## config.mk

```make
export PLATFORM = sky130hd
export DESIGN_NAME = saph_fpu_arbiter
export DESIGN_NICKNAME = d
export VERILOG_FILES = /design/src/rtl/saph_fpu_arbiter.sv
export SDC_FILE = /design/constraint.sdc
export NUM_CORES = 1
export LEC_CHECK = 0
export BUFFER_PORTS_ARGS = -buffer_cell sky130_fd_sc_hd__buf_4
export CORE_AREA = 2 2 173 175
export CTS_BUF_LIST = sky130_fd_sc_hd__clkbuf_4 sky130_fd_sc_hd__clkbuf_8
export DETAILED_ROUTE_END_ITERATION = 6
export DIE_AREA = 0 0 175 177
export PLACE_DENSITY = 0.49
export SETUP_SLACK_MARGIN = 0.5
export SYNTH_ARGS = -nofsm -noshare
export SYNTH_HDL_FRONTEND = slang
export SYNTH_SLANG_ARGS = --single-unit
```

## constraint.sdc

```tcl
create_clock -name clk -period 5.7 [get_ports clk]
set_clock_uncertainty 0.15 [all_clocks]
set_input_delay 0.285 -clock clk [delete_from_list [all_inputs] [get_ports clk]]
set_output_delay 0.285 -clock clk [all_outputs]
set_load 0.02 [all_outputs]
```

## src/rtl/saph_fpu_arbiter.sv

```systemverilog
// Round-robin arbiter that shares one fixed-latency FPU between N requesters.
// A tag pipeline tracks each issued operation and routes its result back to the issuer.
module saph_fpu_arbiter #(
  parameter int unsigned N     = 4,
  parameter int unsigned W     = 32,
  parameter int unsigned MW    = 4,
  parameter int unsigned MODES = 16,
  parameter int unsigned LAT   = 3
) (
  input  logic                clk,
  input  logic                rst_n,
  input  logic [N-1:0]        req_valid,
  input  logic [N*MW-1:0]     req_mode,
  input  logic [N*W-1:0]      req_opa,
  input  logic [N*W-1:0]      req_opb,
  output logic [N-1:0]        req_ready,
  output logic                fpu_valid,
  output logic [MW-1:0]       fpu_mode,
  output logic [W-1:0]        fpu_opa,
  output logic [W-1:0]        fpu_opb,
  input  logic                fpu_ready,
  input  logic [MODES-1:0]    fpu_has_modes,
  input  logic                fpu_res_valid,
  input  logic [W-1:0]        fpu_res,
  output logic [N-1:0]        rsp_valid,
  output logic [W-1:0]        rsp_res,
  output logic                busy,
  output logic                err
);

  localparam int unsigned IDW = (N > 1) ? $clog2(N) : 1;

  logic [IDW-1:0]          r_ptr;
  logic [LAT-1:0]          r_tag_v;
  logic [LAT-1:0][IDW-1:0] r_tag_id;
  logic [N-1:0]            r_rsp_valid;
  logic [W-1:0]            r_rsp_res;
  logic                    r_err;

  logic [N-1:0]            w_elig;
  logic                    w_any;
  logic                    w_fire;
  logic [IDW-1:0]          w_gnt;
  logic [IDW-1:0]          w_cand;
  logic                    w_tail_v;
  logic [IDW-1:0]          w_tail_id;
  logic                    w_tail_hit;
  logic [N-1:0]            w_tail_onehot;

  always_comb begin
    for (int unsigned i = 0; i < N; i++) begin
      w_elig[i] = req_valid[i] & fpu_has_modes[req_mode[i*MW +: MW]];
    end
  end

  // Walk the requesters starting at r_ptr; the first eligible one wins.
  always_comb begin
    w_any  = 1'b0;
    w_gnt  = '0;
    w_cand = '0;
    for (int unsigned k = 0; k < N; k++) begin
      w_cand = IDW'((32'(r_ptr) + k) % N);
      if (!w_any && w_elig[w_cand]) begin
        w_any = 1'b1;
        w_gnt = w_cand;
      end
    end
  end

  assign w_fire = w_any & fpu_ready;

  always_comb begin
    req_ready = '0;
    fpu_valid = w_fire;
    fpu_mode  = '0;
    fpu_opa   = '0;
    fpu_opb   = '0;
    for (int unsigned i = 0; i < N; i++) begin
      if (w_any && (w_gnt == IDW'(i))) begin
        fpu_mode     = req_mode[i*MW +: MW];
        fpu_opa      = req_opa[i*W +: W];
        fpu_opb      = req_opb[i*W +: W];
        req_ready[i] = w_fire;
      end
    end
  end

  assign w_tail_v   = r_tag_v[LAT-1];
  assign w_tail_id  = r_tag_id[LAT-1];
  assign w_tail_hit = w_tail_v & fpu_res_valid;

  always_comb begin
    w_tail_onehot = '0;
    for (int unsigned i = 0; i < N; i++) begin
      if (w_tail_id == IDW'(i)) w_tail_onehot[i] = 1'b1;
    end
  end

  always_ff @(posedge clk or negedge rst_n) begin
    if (!rst_n) begin
      r_ptr       <= '0;
      r_tag_v     <= '0;
      r_tag_id    <= '0;
      r_rsp_valid <= '0;
      r_rsp_res   <= '0;
      r_err       <= 1'b0;
    end else begin
      if (w_fire) r_ptr <= (w_gnt == IDW'(N-1)) ? '0 : w_gnt + 1'b1;
      r_tag_v[0]  <= w_fire;
      r_tag_id[0] <= w_gnt;
      for (int unsigned s = 1; s < LAT; s++) begin
        r_tag_v[s]  <= r_tag_v[s-1];
        r_tag_id[s] <= r_tag_id[s-1];
      end
      r_rsp_valid <= w_tail_hit ? w_tail_onehot : '0;
      if (w_tail_hit) r_rsp_res <= fpu_res;
      // A missing or stray result both latch the sticky error.
      if (w_tail_v != fpu_res_valid) r_err <= 1'b1;
    end
  end

  assign rsp_valid = r_rsp_valid;
  assign rsp_res   = r_rsp_res;
  assign err       = r_err;
  assign busy      = |r_tag_v;

endmodule

```

==> summary.md, run 1 <==
| Metric | Value |
|---|---|
| Die X | `175 um` |
| CTS Root Cell | `clkbuf_8` |
| Yosys top cell by area | `dfrtp_1` |
| Reg-to-Reg End | `r_ptr[1]` |
| Most frequent cells after synthesis | `a21oi_1, nor2_1, nand2_1` |
| Post_cts resized | `0` |
| Top_reg_cell synth | `dfrtp_1` |
| Post-synth EDFFs | `0` |
| Crit path depth | `16` |
| CTS H-tree lvls | `2` |
| Routability cong. | `about 0.86` |
| Post-DP HPWL | `21300 um` |
| Worst Tran Pin Value | `approximately 0.89 ns` |
| Combinational share of power | `0.726` |
| Syn Nets | `~1100` |
| Worst setup path class | `primary input to output port` |
| Worst EP arrival | `4.25 ns` |
| Post-CTS Hold Buffers | `1` |
| Initial DRC Count | `~230` |
| Status | `completed` |
| Final period util | `0.823` |
| WL final | `26100 um` |
| Initial antenna violation count | `1` |
| IO buf count | `438` |
| Ys Warns | `0` |
| Starting Density | `0.173` |
| Adder-cell share of the synthesized area | `0.0123` |
| First-pass GRT wire length | `38500 um` |
| Largest net degree at the start of global routing | `94` |
| Vias/cell | `around 4.5` |
| Register area share after synthesis | `0.237` |
| Final Slew Violations | `0` |
| Vias | `slightly below 7000` |
| Overall routing resource usage | `0.159` |
| Die Area | `~0.031 sq mm` |
| DR pass1 iterations | `5` |
| Layout cell share with drive strength beyond 1 | `0.458` |
| I/O pins | `~440` |
| Wirelength per Cell | `between 15 and 20 um` |
| Req. time, crit path | `~5.3 ns` |
| Syn avg cell area | `between 6 and 7 sq um` |
| Final setup viols | `0` |
| Largest family of logic cells by synthesized area | `simple AND/OR/NAND/NOR gates` |
| Number of global-route vias before repair | `6760` |
| DIE HEIGHT | `177 um` |
| Power Density | `roughly 310 mW/mm^2` |
| Yosys reg bits | `48` |
| Clock network fraction of design power | `0.107` |
| Max Fanout on Critical Path | `93` |
| Sequential share of power | `0.168` |
| Worst Setup EP | `fpu_opb[22]` |
| RSZ-0062 raised after global routing | `no` |
| Total grt overflow | `0` |
| Setup Buffers After CTS | `0` |
| Post-DP Area | `0.00870 sq mm` |
| Max-Cap Viols | `0` |
| Max incr delay on CP | `0.79 ns` |
| Cell count after synthesis | `around 730` |
| Worst setup EP type | `output port` |
| # nets final | `1451` |
| Post-synth cell types | `44` |
| Mapped Area | `~0.005 sq mm` |
| Setup tns final | `0 ns` |
| Core Region | `just under 0.03 sq mm` |
| NetSw | `roughly 1300 uW` |
| Buf/Inv on CP | `3` |
| Final instance area | `0.00885 sq mm` |
| Worst reg-to-reg path cell count | `6` |
| Clk Latency, worst-skew pair | `just over 0.3 ns` |
| VDD IR max | `about 0.00016 V` |
| Sinks on Clock Net | `48` |
| Post-Synth XOR/XNOR Area | `0` |
| Min cycle time layout | `roughly 4.7 ns` |
| Area grow syn2layout | `74.7%` |
| CP max stage cell | `ha_4` |
| Count leader, synth | `a21oi_1` |
| Worst Setup Start Kind | `primary input` |
| Number of remaining DRC errors | `0` |
| Routed Antenna Nets | `0` |
| Max Root-Sink Buffers | `2` |
| Critical path's top delay family | `compound AO/OA/AOI/OAI gates` |
| Sw Ratio | `0.473` |
| Slew headroom | `0.407` |
| Async SR Flop Fraction | `1.00` |
| Clock slew seen by the registers of the worst setup and hold paths | `about 0.090 ns` |
| CTS Buf Count | `5` |
| FMAX | `approximately 0.21 GHz` |
| Synth top area cells | `dfrtp_1, a21oi_1, nor2_1, nand3b_1, mux2_2` |
| Simple-gate portion of the synthesized area | `0.300` |
| Min-Delay Path Class | `primary input to flip-flop` |
| Standard-cell rows | `63` |
| CP startpoint | `req_mode[0]` |
| CTS tree | `built` |
| CP Cell Sequence | `buf_4 > mux4_2 > a2bb2oi_1 > a22oi_4 > a2bb2oi_1 > o32ai_1 > nor2_1 > ha_4 > buf_4 > nand3b_1 > a21oi_1 > a21oi_1 > nor2_1 > a21oi_1 > nor2_1 > buf_4` |
| Top cell type's share of synthesized area | `0.237` |
| Leakage | `approximately 0.0042 uW` |
| Multiplexer share of the synthesized area | `0.144` |
| Non-Filler Instances | `1510` |
| Final hold vios | `0` |
| Reg2Reg Setup Slack | `between 3 and 4 ns` |
| RR Startpoint | `r_ptr[1]` |
| DP Cell Count | `1500` |
| P_int | `roughly 1500 uW` |
| Compound-cell area share of the yosys netlist | `0.242` |
==> power groups by stage <==
stage                     combinational, uW  clock (uW)  sequential (uW)
after floorplan                        1110           0              544
after global placement                 2030           0              470
after detailed placement               2030           0              474
after CTS                              2040         311              467
after global routing                   2220         322              478
final                                  2010         296              466
==> cell type report <==
class | instances | area [sq um]
clock buffers | 5 | 68.8
well taps | 390 | 488
fillers | 3153 | 20400
multi-input cells | 604 | 3590
flip-flops and latches | 48 | 1200
diodes | 1 | 2.50
inverters | 10 | 37.5
repair buffers | 449 | 3400
clock inverters | 3 | 68.8
==> through the flow <==
step / power (uW) / util / hold slack [ns] / worst slack, ns
6_report: 2780 / 0.303 / 0.0574 / 1.01
2_1_floorplan: 1660 / - / -0.161 / 1.92
3_3_place_gp: 2500 / 0.298 / 0.183 / 1.05
5_1_grt: 3020 / 0.303 / 0.0370 / 0.601
3_5_place_dp: 2510 / 0.298 / 0.186 / 0.973
4_1_cts: 2820 / 0.303 / 0.0335 / 0.976
==> worst register-to-register path, stage by stage, from the launching register on <==
cell	delay (ns)
dfrtp_1	0.46
inv_1	0.12
a2bb2oi_1	0.17
o32ai_1	0.13
nor2_1	0.39
ha_4	0.27
mux2_4	0.26
==> flip-flops by register name (all words and copies together), names as in the netlist <==
register and flops:
r_tag_id 4, r_tag_v 3, rsp_res 32, r_ptr 2
w_tail_id 2, err 1, rsp_valid 4
==> metal layers <==
metal,vias to the layer above,global-route usage,routed length (um)
met5,-,0,0
met3,18,0.0326,2060
met2,314,0.310,13800
met1,3090,0.174,9840
li1,3309,-,-
met4,0,0.0399,419
==> cell families (layout without fill, tap and decap cells) <==
group,Yosys count,in the layout
mux,58,58
flops,48,48
fa+ha+maj,5,5
buf+inv,80,467
simple gates,315,315
other cells,0,1
compound gates,226,226
==> how the worst min path moves through the flow <==
stage	startpoint	endpoint	slack [ns]	cells after the start
floorplan	rst_n	err	-0.16	0
global placement	r_tag_id[3]	w_tail_id[1]	0.18	0
detailed placement	rst_n	r_tag_id[3]	0.19	1
CTS	fpu_res[30]	rsp_res[30]	0.03	2
global route	fpu_res[9]	rsp_res[9]	0.04	2
finish	fpu_res[29]	rsp_res[29]	0.06	2
==> cells in the final DEF, fill, tap and decap left out, types with 3 or more instances in the layout <==
cell,instances
buf_4,446
a21oi_1,205
nor2_1,147
nand2_1,77
nand3b_1,70
dfrtp_1,48
mux2_2,35
mux2i_1,14
inv_1,10
mux4_2,8
clkbuf_8,5
o22ai_1,4
a2bb2oi_1,4
ha_4,4
nor2b_1,3
or2_2,3
(Power assumes the default switching activity.)
==> run 2: changes to the inputs <==
--- a/config.mk
+++ b/config.mk
@@ -10,7 +10,7 @@
 export CTS_BUF_LIST = sky130_fd_sc_hd__clkbuf_4 sky130_fd_sc_hd__clkbuf_8
 export DETAILED_ROUTE_END_ITERATION = 6
 export DIE_AREA = 0 0 175 177
-export PLACE_DENSITY = 0.49
+export PLACE_DENSITY = 0.51
 export SETUP_SLACK_MARGIN = 0.5
 export SYNTH_ARGS = -nofsm -noshare
 export SYNTH_HDL_FRONTEND = slang
==> constraint.sdc (replaced) <==
create_clock -name clk -period 4.1 [get_ports clk]
set_clock_uncertainty 0.15 [all_clocks]
set_input_delay 0.205 -clock clk [delete_from_list [all_inputs] [get_ports clk]]
set_output_delay 0.205 -clock clk [all_outputs]
set_load 0.02 [all_outputs]
==> summary.md, run 2 (synthesis gave the netlist of run 1 again) <==
| Metric | Value |
|---|---|
| Status | `completed (unchanged)` |
| Max Fanout on Critical Path | `10 (was 93)` |
| IO buf count | `438 (unchanged)` |
| Multi-input combinational cell area | `0.00370 sq mm (was 0.00359 sq mm)` |
| CTS Root Cell | `clkbuf_8 (unchanged)` |
| Number of remaining DRC errors | `0 (unchanged)` |
| CTS H-tree lvls | `2 (unchanged)` |
| Number of global-route vias before repair | `7000 (was 6760)` |
| FMAX | `about 0.29 GHz` |
| Reg-to-Reg End | `r_ptr[1] (unchanged)` |
| Routed Antenna Nets | `0 (unchanged)` |
| Worst min-delay path startpoint | `fpu_res[3] (was fpu_res[29])` |
| CTS tree | `built (unchanged)` |
| Worst setup EP type | `output port (unchanged)` |
| Setup ws final | `0.651 ns (was 1.01 ns)` |
| Largest net degree at the start of global routing | `49 (was 94)` |
| Final period util | `0.841` |
| Finished Core Util | `0.333 (was 0.303)` |
| DIE HEIGHT | `177 um (unchanged)` |
| Pre-CTS setup slack | `0.278 ns (was 0.973 ns)` |
| Worst reg-to-reg path cell count | `7 (was 6)` |
| CP startpoint | `req_mode[0] (unchanged)` |
| CTS Buf Count | `5 (unchanged)` |
| VDD IR max | `0.000208 V (was 0.000157 V)` |
| Setup tns final | `0 ns (unchanged)` |
| CP max stage cell | `mux4_2 (was ha_4)` |
| Total grt overflow | `0 (unchanged)` |
| Min-Delay Endpoint | `rsp_res[3] (was rsp_res[29])` |
| Commonest non-fill, non-tap cell in the layout | `buf_4 (unchanged)` |
| Worst setup path class | `primary input to output port (unchanged)` |
| Leakage | `0.00458 uW (was 0.00419 uW)` |
| Wirelength per Cell | `17.6 um (was 17.3 um)` |
| Max Root-Sink Buffers | `2 (unchanged)` |
| DR pass1 iterations | `5 (unchanged)` |
| Overall routing resource usage | `0.166 (was 0.159)` |
| Slew headroom | `0.594 (was 0.407)` |
| Max-Cap Viols | `0 (unchanged)` |
| Layout cell share with drive strength beyond 1 | `0.484 (was 0.458)` |
| Min cycle time layout | `approximately 3.4 ns` |
| First-pass GRT wire length | `39800 um (was 38500 um)` |
| Worst Hold Depth | `2 (unchanged)` |
| Largest register FFs | `32 (unchanged)` |
| Max incr delay on CP | `0.51 ns (was 0.79 ns)` |
| Fillers | `3149 (was 3153)` |
| Sinks on Clock Net | `48 (unchanged)` |
| Die Area | `0.0310 sq mm (unchanged)` |
| RSZ-0062 raised after global routing | `yes (was no)` |
| Worst Setup Start Kind | `primary input (unchanged)` |
| Clk Latency, worst-skew pair | `0.32 ns (was 0.31 ns)` |
| Core Region | `0.0292 sq mm (unchanged)` |
| Initial antenna violation count | `1 (unchanged)` |
| Final Slew Violations | `0 (unchanged)` |
| Post-DP HPWL | `21500 um (was 21300 um)` |
| Post-DP Area | `0.00889 sq mm (was 0.00870 sq mm)` |
| # nets final | `1518 (was 1451)` |
| Req. time, crit path | `3.74 ns (was 5.27 ns)` |
| Reg2Reg Setup Slack | `1.96 ns (was 3.65 ns)` |
| Starting Density | `0.173 (unchanged)` |
| Vias/cell | `4.45 (was 4.46)` |
| I/O pins | `439 (unchanged)` |
| WL final | `27800 um (was 26100 um)` |
| Initial DRC Count | `347 (was 232)` |
| Worst Tran Pin Value | `0.609 ns (was 0.889 ns)` |
| CP Cell Sequence | `buf_4 > mux4_2 > a2bb2oi_1 > a22oi_4 > o211ai_1 > a21oi_2 > o22ai_4 > ha_4 > buf_4 > clkbuf_16 > nand3b_1 > a21oi_1 > a21oi_1 > nor2_1 > a21oi_1 > nor2_1 > buf_4 (was buf_4 > mux4_2 > a2bb2oi_1 > a22oi_4 > a2bb2oi_1 > o32ai_1 > nor2_1 > ha_4 > buf_4 > nand3b_1 > a21oi_1 > a21oi_1 > nor2_1 > a21oi_1 > nor2_1 > buf_4)` |
| Final setup viols | `0 (unchanged)` |
| RR Startpoint | `r_ptr[1] (unchanged)` |
| Standard-cell rows | `63 (unchanged)` |
| Final hold vios | `0 (unchanged)` |
| Clock slew seen by the registers of the worst setup and hold paths | `0.08 ns (was 0.09 ns)` |
| Register area | `0.00120 sq mm (unchanged)` |
| Power Density | `433 mW/mm^2 (was 314 mW/mm^2)` |
| Min-Delay Path Class | `primary input to flip-flop (unchanged)` |
| Routability cong. | `0.930 (was 0.861)` |
| Area grow syn2layout | `92.4% (was 74.7%)` |
| Die X | `175 um (unchanged)` |
| Vias | `7011 (was 6731)` |
| Most frequent cells in the layout | `buf_4, a21oi_1, nor2_1 (unchanged)` |
| Worst EP arrival | `3.09 ns (was 4.25 ns)` |
| Final instance area | `0.00975 sq mm (was 0.00885 sq mm)` |
==> run 2: cell count changes in the layout (fill, tap and decap cells not counted), sizes merged <==
cell	change
dlygate4sd3	+31
clkbuf	+2
buf	+34
==> run 2: report_power, final <==
part           internal, uW  total [uW]  switching [uW]
clock network           245         411             166
registers               585         654            69.2
logic                  1440        3160            1710
==> run 2: cell type report <==
cell class,count,area share
flip-flops and latches,48,0.123
repair buffers,516,0.429
diodes,1,0.000257
well taps,390,0.0501
clock inverters,3,0.00706
multi-input cells,604,0.380
inverters,10,0.00385
clock buffers,5,0.00706
==> run 2: worst max-delay path: cells and delay by family <==
kind	cells	cell delay, ns
adder cells (fa/ha/maj)	1	0.23
AND/OR/NAND/NOR	3	0.39
buffers and inverters	4	0.62
AO/OA/AOI/OAI	8	1.16
multiplexers	1	0.51
==> run 2: worst max path at each step <==
stage             endpoint  cells after the start
6_report       fpu_mode[3]                     17
5_1_grt        fpu_opb[22]                     17
4_1_cts        fpu_opb[14]                     17
3_5_place_dp    fpu_opb[8]                     15
3_3_place_gp    fpu_opb[8]                     15
2_1_floorplan  fpu_mode[1]                     16
==> run 2: what timing repair did <==
item,in CTS,in global routing
resized for setup,9,18
hold buffers,32,0
cloned,1,2
endpoints found under the hold margin,79,0
pin swaps,3,10
buffers inserted,12,9
endpoints found under the setup margin,55,68
==> run 2: metrics by stage <==
step	cells	hold slack (ns)	total power, uW
2_1_floorplan	732	-0.241	2320
4_1_cts	1565	0.00818	4150
3_5_place_dp	1512	0.112	3580
6_report	1577	0.0137	4220
5_1_grt	1577	0.00147	4560
3_3_place_gp	1512	0.114	3570
==> run 2: metal layers <==
| metal | vias up | wire length [um] | track usage |
|---|---|---|---|
| met3 | 34 | 2110 | 0.0326 |
| met2 | 336 | 13900 | 0.306 |
| met4 | 0 | 845 | 0.0601 |
| met1 | 3186 | 10900 | 0.190 |
| met5 | - | 0 | 0 |
| li1 | 3455 | - | - |
==> run 3: changes to the inputs <==
--- a/config.mk
+++ b/config.mk
@@ -6,10 +6,10 @@
 export NUM_CORES = 1
 export LEC_CHECK = 0
 export BUFFER_PORTS_ARGS = -buffer_cell sky130_fd_sc_hd__buf_4
-export CORE_AREA = 2 2 173 175
+export CORE_AREA = 2 2 169 171
 export CTS_BUF_LIST = sky130_fd_sc_hd__clkbuf_4 sky130_fd_sc_hd__clkbuf_8
 export DETAILED_ROUTE_END_ITERATION = 6
-export DIE_AREA = 0 0 175 177
+export DIE_AREA = 0 0 171 173
 export PLACE_DENSITY = 0.51
 export SETUP_SLACK_MARGIN = 0.5
 export SYNTH_ARGS = -nofsm -noshare
==> constraint.sdc (replaced) <==
create_clock -name clk -period 3.2 [get_ports clk]
set_clock_uncertainty 0.15 [all_clocks]
set_input_delay 0.16 -clock clk [delete_from_list [all_inputs] [get_ports clk]]
set_output_delay 0.16 -clock clk [all_outputs]
set_load 0.02 [all_outputs]
==> summary.md, run 3 (synthesis gave the netlist of run 1 again) <==
| Metric | Value |
|---|---|
| Max Fanout on Critical Path | `8 (was 10)` |
| Standard-cell rows | `61 (was 63)` |
| IO buf count | `438 (unchanged)` |
| Slew headroom | `0.580 (was 0.594)` |
| Worst setup path class | `primary input to output port (unchanged)` |
| Status | `finished, violations left (was completed)` |
| First-pass GRT wire length | `43300 um (was 39800 um)` |
| Min cycle time layout | `around 3.3 ns` |
| # nets final | `1585 (was 1518)` |
| Area grow syn2layout | `126% (was 92.4%)` |
| Worst Tran Pin Value | `0.629 ns (was 0.609 ns)` |
| Total power | `6450 uW (was 4220 uW)` |
| Routed Antenna Nets | `0 (unchanged)` |
| Worst Setup Start Kind | `primary input (unchanged)` |
| Final setup viols | `66 (was 0)` |
| Commonest non-fill, non-tap cell in the layout | `buf_4 (unchanged)` |
| Leakage | `0.00511 uW (was 0.00458 uW)` |
| Largest net degree at the start of global routing | `56 (was 49)` |
| Post-DP Area | `0.00956 sq mm (was 0.00889 sq mm)` |
| Buf/Inv on CP | `5 (was 4)` |
| WL final | `31800 um (was 27800 um)` |
| Clk Latency, worst-skew pair | `0.32 ns (about the same)` |
| Setup ws final | `-0.130 ns (was 0.651 ns)` |
| Max incr delay on CP | `0.51 ns (about the same)` |
| Routability cong. | `0.869 (was 0.930)` |
| Pre-CTS setup slack | `-0.330 ns (was 0.278 ns)` |
| CTS tree | `built (unchanged)` |
| Req. time, crit path | `2.89 ns (was 3.74 ns)` |
| Final period util | `1.04` |
| Final Slew Violations | `0 (unchanged)` |
| Max-Cap Viols | `0 (unchanged)` |
| RSZ-0062 raised after global routing | `yes (unchanged)` |
| FMAX | `between 0.3 and 0.4 GHz` |
| Die X | `171 um (was 175 um)` |
| CTS Root Cell | `clkbuf_8 (unchanged)` |
| Sinks on Clock Net | `48 (unchanged)` |
| Initial antenna violation count | `3 (was 1)` |
| Total grt overflow | `0 (unchanged)` |
| Die Area | `0.0296 sq mm (was 0.0310 sq mm)` |
| Vias/cell | `4.61 (was 4.45)` |
| Max Root-Sink Buffers | `2 (unchanged)` |
| VDD IR max | `0.000265 V (was 0.000208 V)` |
| Final instance area | `0.0114 sq mm (was 0.00975 sq mm)` |
| I/O pins | `439 (unchanged)` |
| CP Cell Sequence | `buf_8 > mux4_2 > a2bb2oi_2 > a22oi_4 > a2bb2oi_2 > o32ai_4 > or2_4 > ha_4 > buf_12 > buf_4 > clkbuf_16 > a21oi_1 > nor2_1 > a21oi_2 > nor2_2 > buf_4 (was buf_4 > mux4_2 > a2bb2oi_1 > a22oi_4 > o211ai_1 > a21oi_2 > o22ai_4 > ha_4 > buf_4 > clkbuf_16 > nand3b_1 > a21oi_1 > a21oi_1 > nor2_1 > a21oi_1 > nor2_1 > buf_4)` |
| Power Density | `564 mW/mm^2 (was 433 mW/mm^2)` |
| Core Region | `0.0276 sq mm (was 0.0292 sq mm)` |
| Worst setup EP type | `output port (unchanged)` |
| CP max stage cell | `mux4_2 (unchanged)` |
| Critical path's top delay family | `compound AO/OA/AOI/OAI gates (unchanged)` |
| Final hold vios | `0 (unchanged)` |
| Most frequent cells in the layout | `buf_4, a21oi_1, a21oi_2 (was buf_4, a21oi_1, nor2_1)` |
| Layout cell share with drive strength beyond 1 | `0.642 (was 0.484)` |
| Post-DP HPWL | `22600 um (was 21500 um)` |
| Vias | `7535 (was 7011)` |
| Failing checks | `negative setup slack` |
| Starting Density | `0.183 (was 0.173)` |
| DR pass1 iterations | `4 (was 5)` |
| DIE HEIGHT | `173 um (was 177 um)` |
| Min-Delay Path Class | `primary input to flip-flop (unchanged)` |
| Number of global-route vias before repair | `7686 (was 7000)` |
| CTS H-tree lvls | `2 (unchanged)` |
| Worst EP arrival | `3.02 ns (was 3.09 ns)` |
| Largest register FFs | `32 (unchanged)` |
| Initial DRC Count | `253 (was 347)` |
| Wirelength per Cell | `19.4 um (was 17.6 um)` |
| Fillers | `2854 (was 3149)` |
| Overall routing resource usage | `0.189 (was 0.166)` |
| Clock slew seen by the registers of the worst setup and hold paths | `0.09 ns (was 0.08 ns)` |
| Number of remaining DRC errors | `0 (unchanged)` |
| CTS Buf Count | `5 (unchanged)` |
-- run 3: path summary, 6_finish.rpt --
check	slack, ns	startpoint	cells past startpoint	to
setup / recovery	-0.13	req_mode[0]	16	fpu_opa[11]
hold / removal	0.08	fpu_ready	4	r_tag_v[0]
hold reg to reg	0.20	r_tag_id[3]	0	w_tail_id[1]
min in group asynchronous	0.25	rst_n	2	r_ptr[0]
max in group asynchronous	2.21	rst_n	2	r_ptr[1]
setup reg to reg	1.10	r_ptr[1]	8	r_ptr[1]
-- run 3: per-layer routing --
metal  share of wire  up-vias  wire, um  GRT usage
li1                -     3594         -          -
met1            0.36     3558     11500      0.203
met2            0.52      338     16600      0.352
met3           0.085       45      2710     0.0492
met4           0.031        0       972     0.0660
met5               0        -         0          0
-- run 3: timing repair --
| action | CTS | global route |
|---|---|---|
| hold endpoints to repair | 81 | 0 |
| gates resized for setup | 105 | 108 |
| endpoints found under the setup margin | 72 | 73 |
| hold buffers | 34 | 0 |
| pin swaps | 20 | 40 |
| gates cloned | 5 | 11 |
| buffers inserted | 10 | 12 |
-- run 3: stage by stage --
step | hold WS (ns) | cells | TNS (ns) | util
2_1_floorplan | -0.286 | 732 | 0 | -
3_3_place_gp | 0.0802 | 1551 | -8.66 | 0.346
3_5_place_dp | 0.0770 | 1551 | -9.90 | 0.346
4_1_cts | 0.0885 | 1608 | -4.35 | 0.385
5_1_grt | 0.0771 | 1634 | -12.08 | 0.414
6_report | 0.0780 | 1634 | -2.94 | 0.414
-- run 3: worst register-to-register path: stages, from the launching register on --
cell,delay [ns]
dfrtp_2,0.47
inv_1,0.11
o211ai_1,0.21
a21oi_2,0.10
buf_4,0.14
o22a_4,0.23
buf_6,0.12
ha_4,0.20
mux2_4,0.26
-- run 3: cell type report --
| type | instances | area (sq um) | area share |
|---|---|---|---|
| antenna | 3 | 7.51 | 0.000657 |
| clock inverter | 2 | 15.0 | 0.00131 |
| tap | 378 | 473 | 0.0414 |
| inverter | 10 | 40.0 | 0.00350 |
| multi-input combinational | 604 | 4310 | 0.377 |
| clock buffer | 6 | 82.6 | 0.00722 |
| sequential | 48 | 1200 | 0.105 |
| timing repair buffer | 583 | 5300 | 0.464 |
-- run 3: where the power goes --
part           internal [uW]  switching, uW
clock                    175            219
combinational           2540           2680
sequential               751           88.2
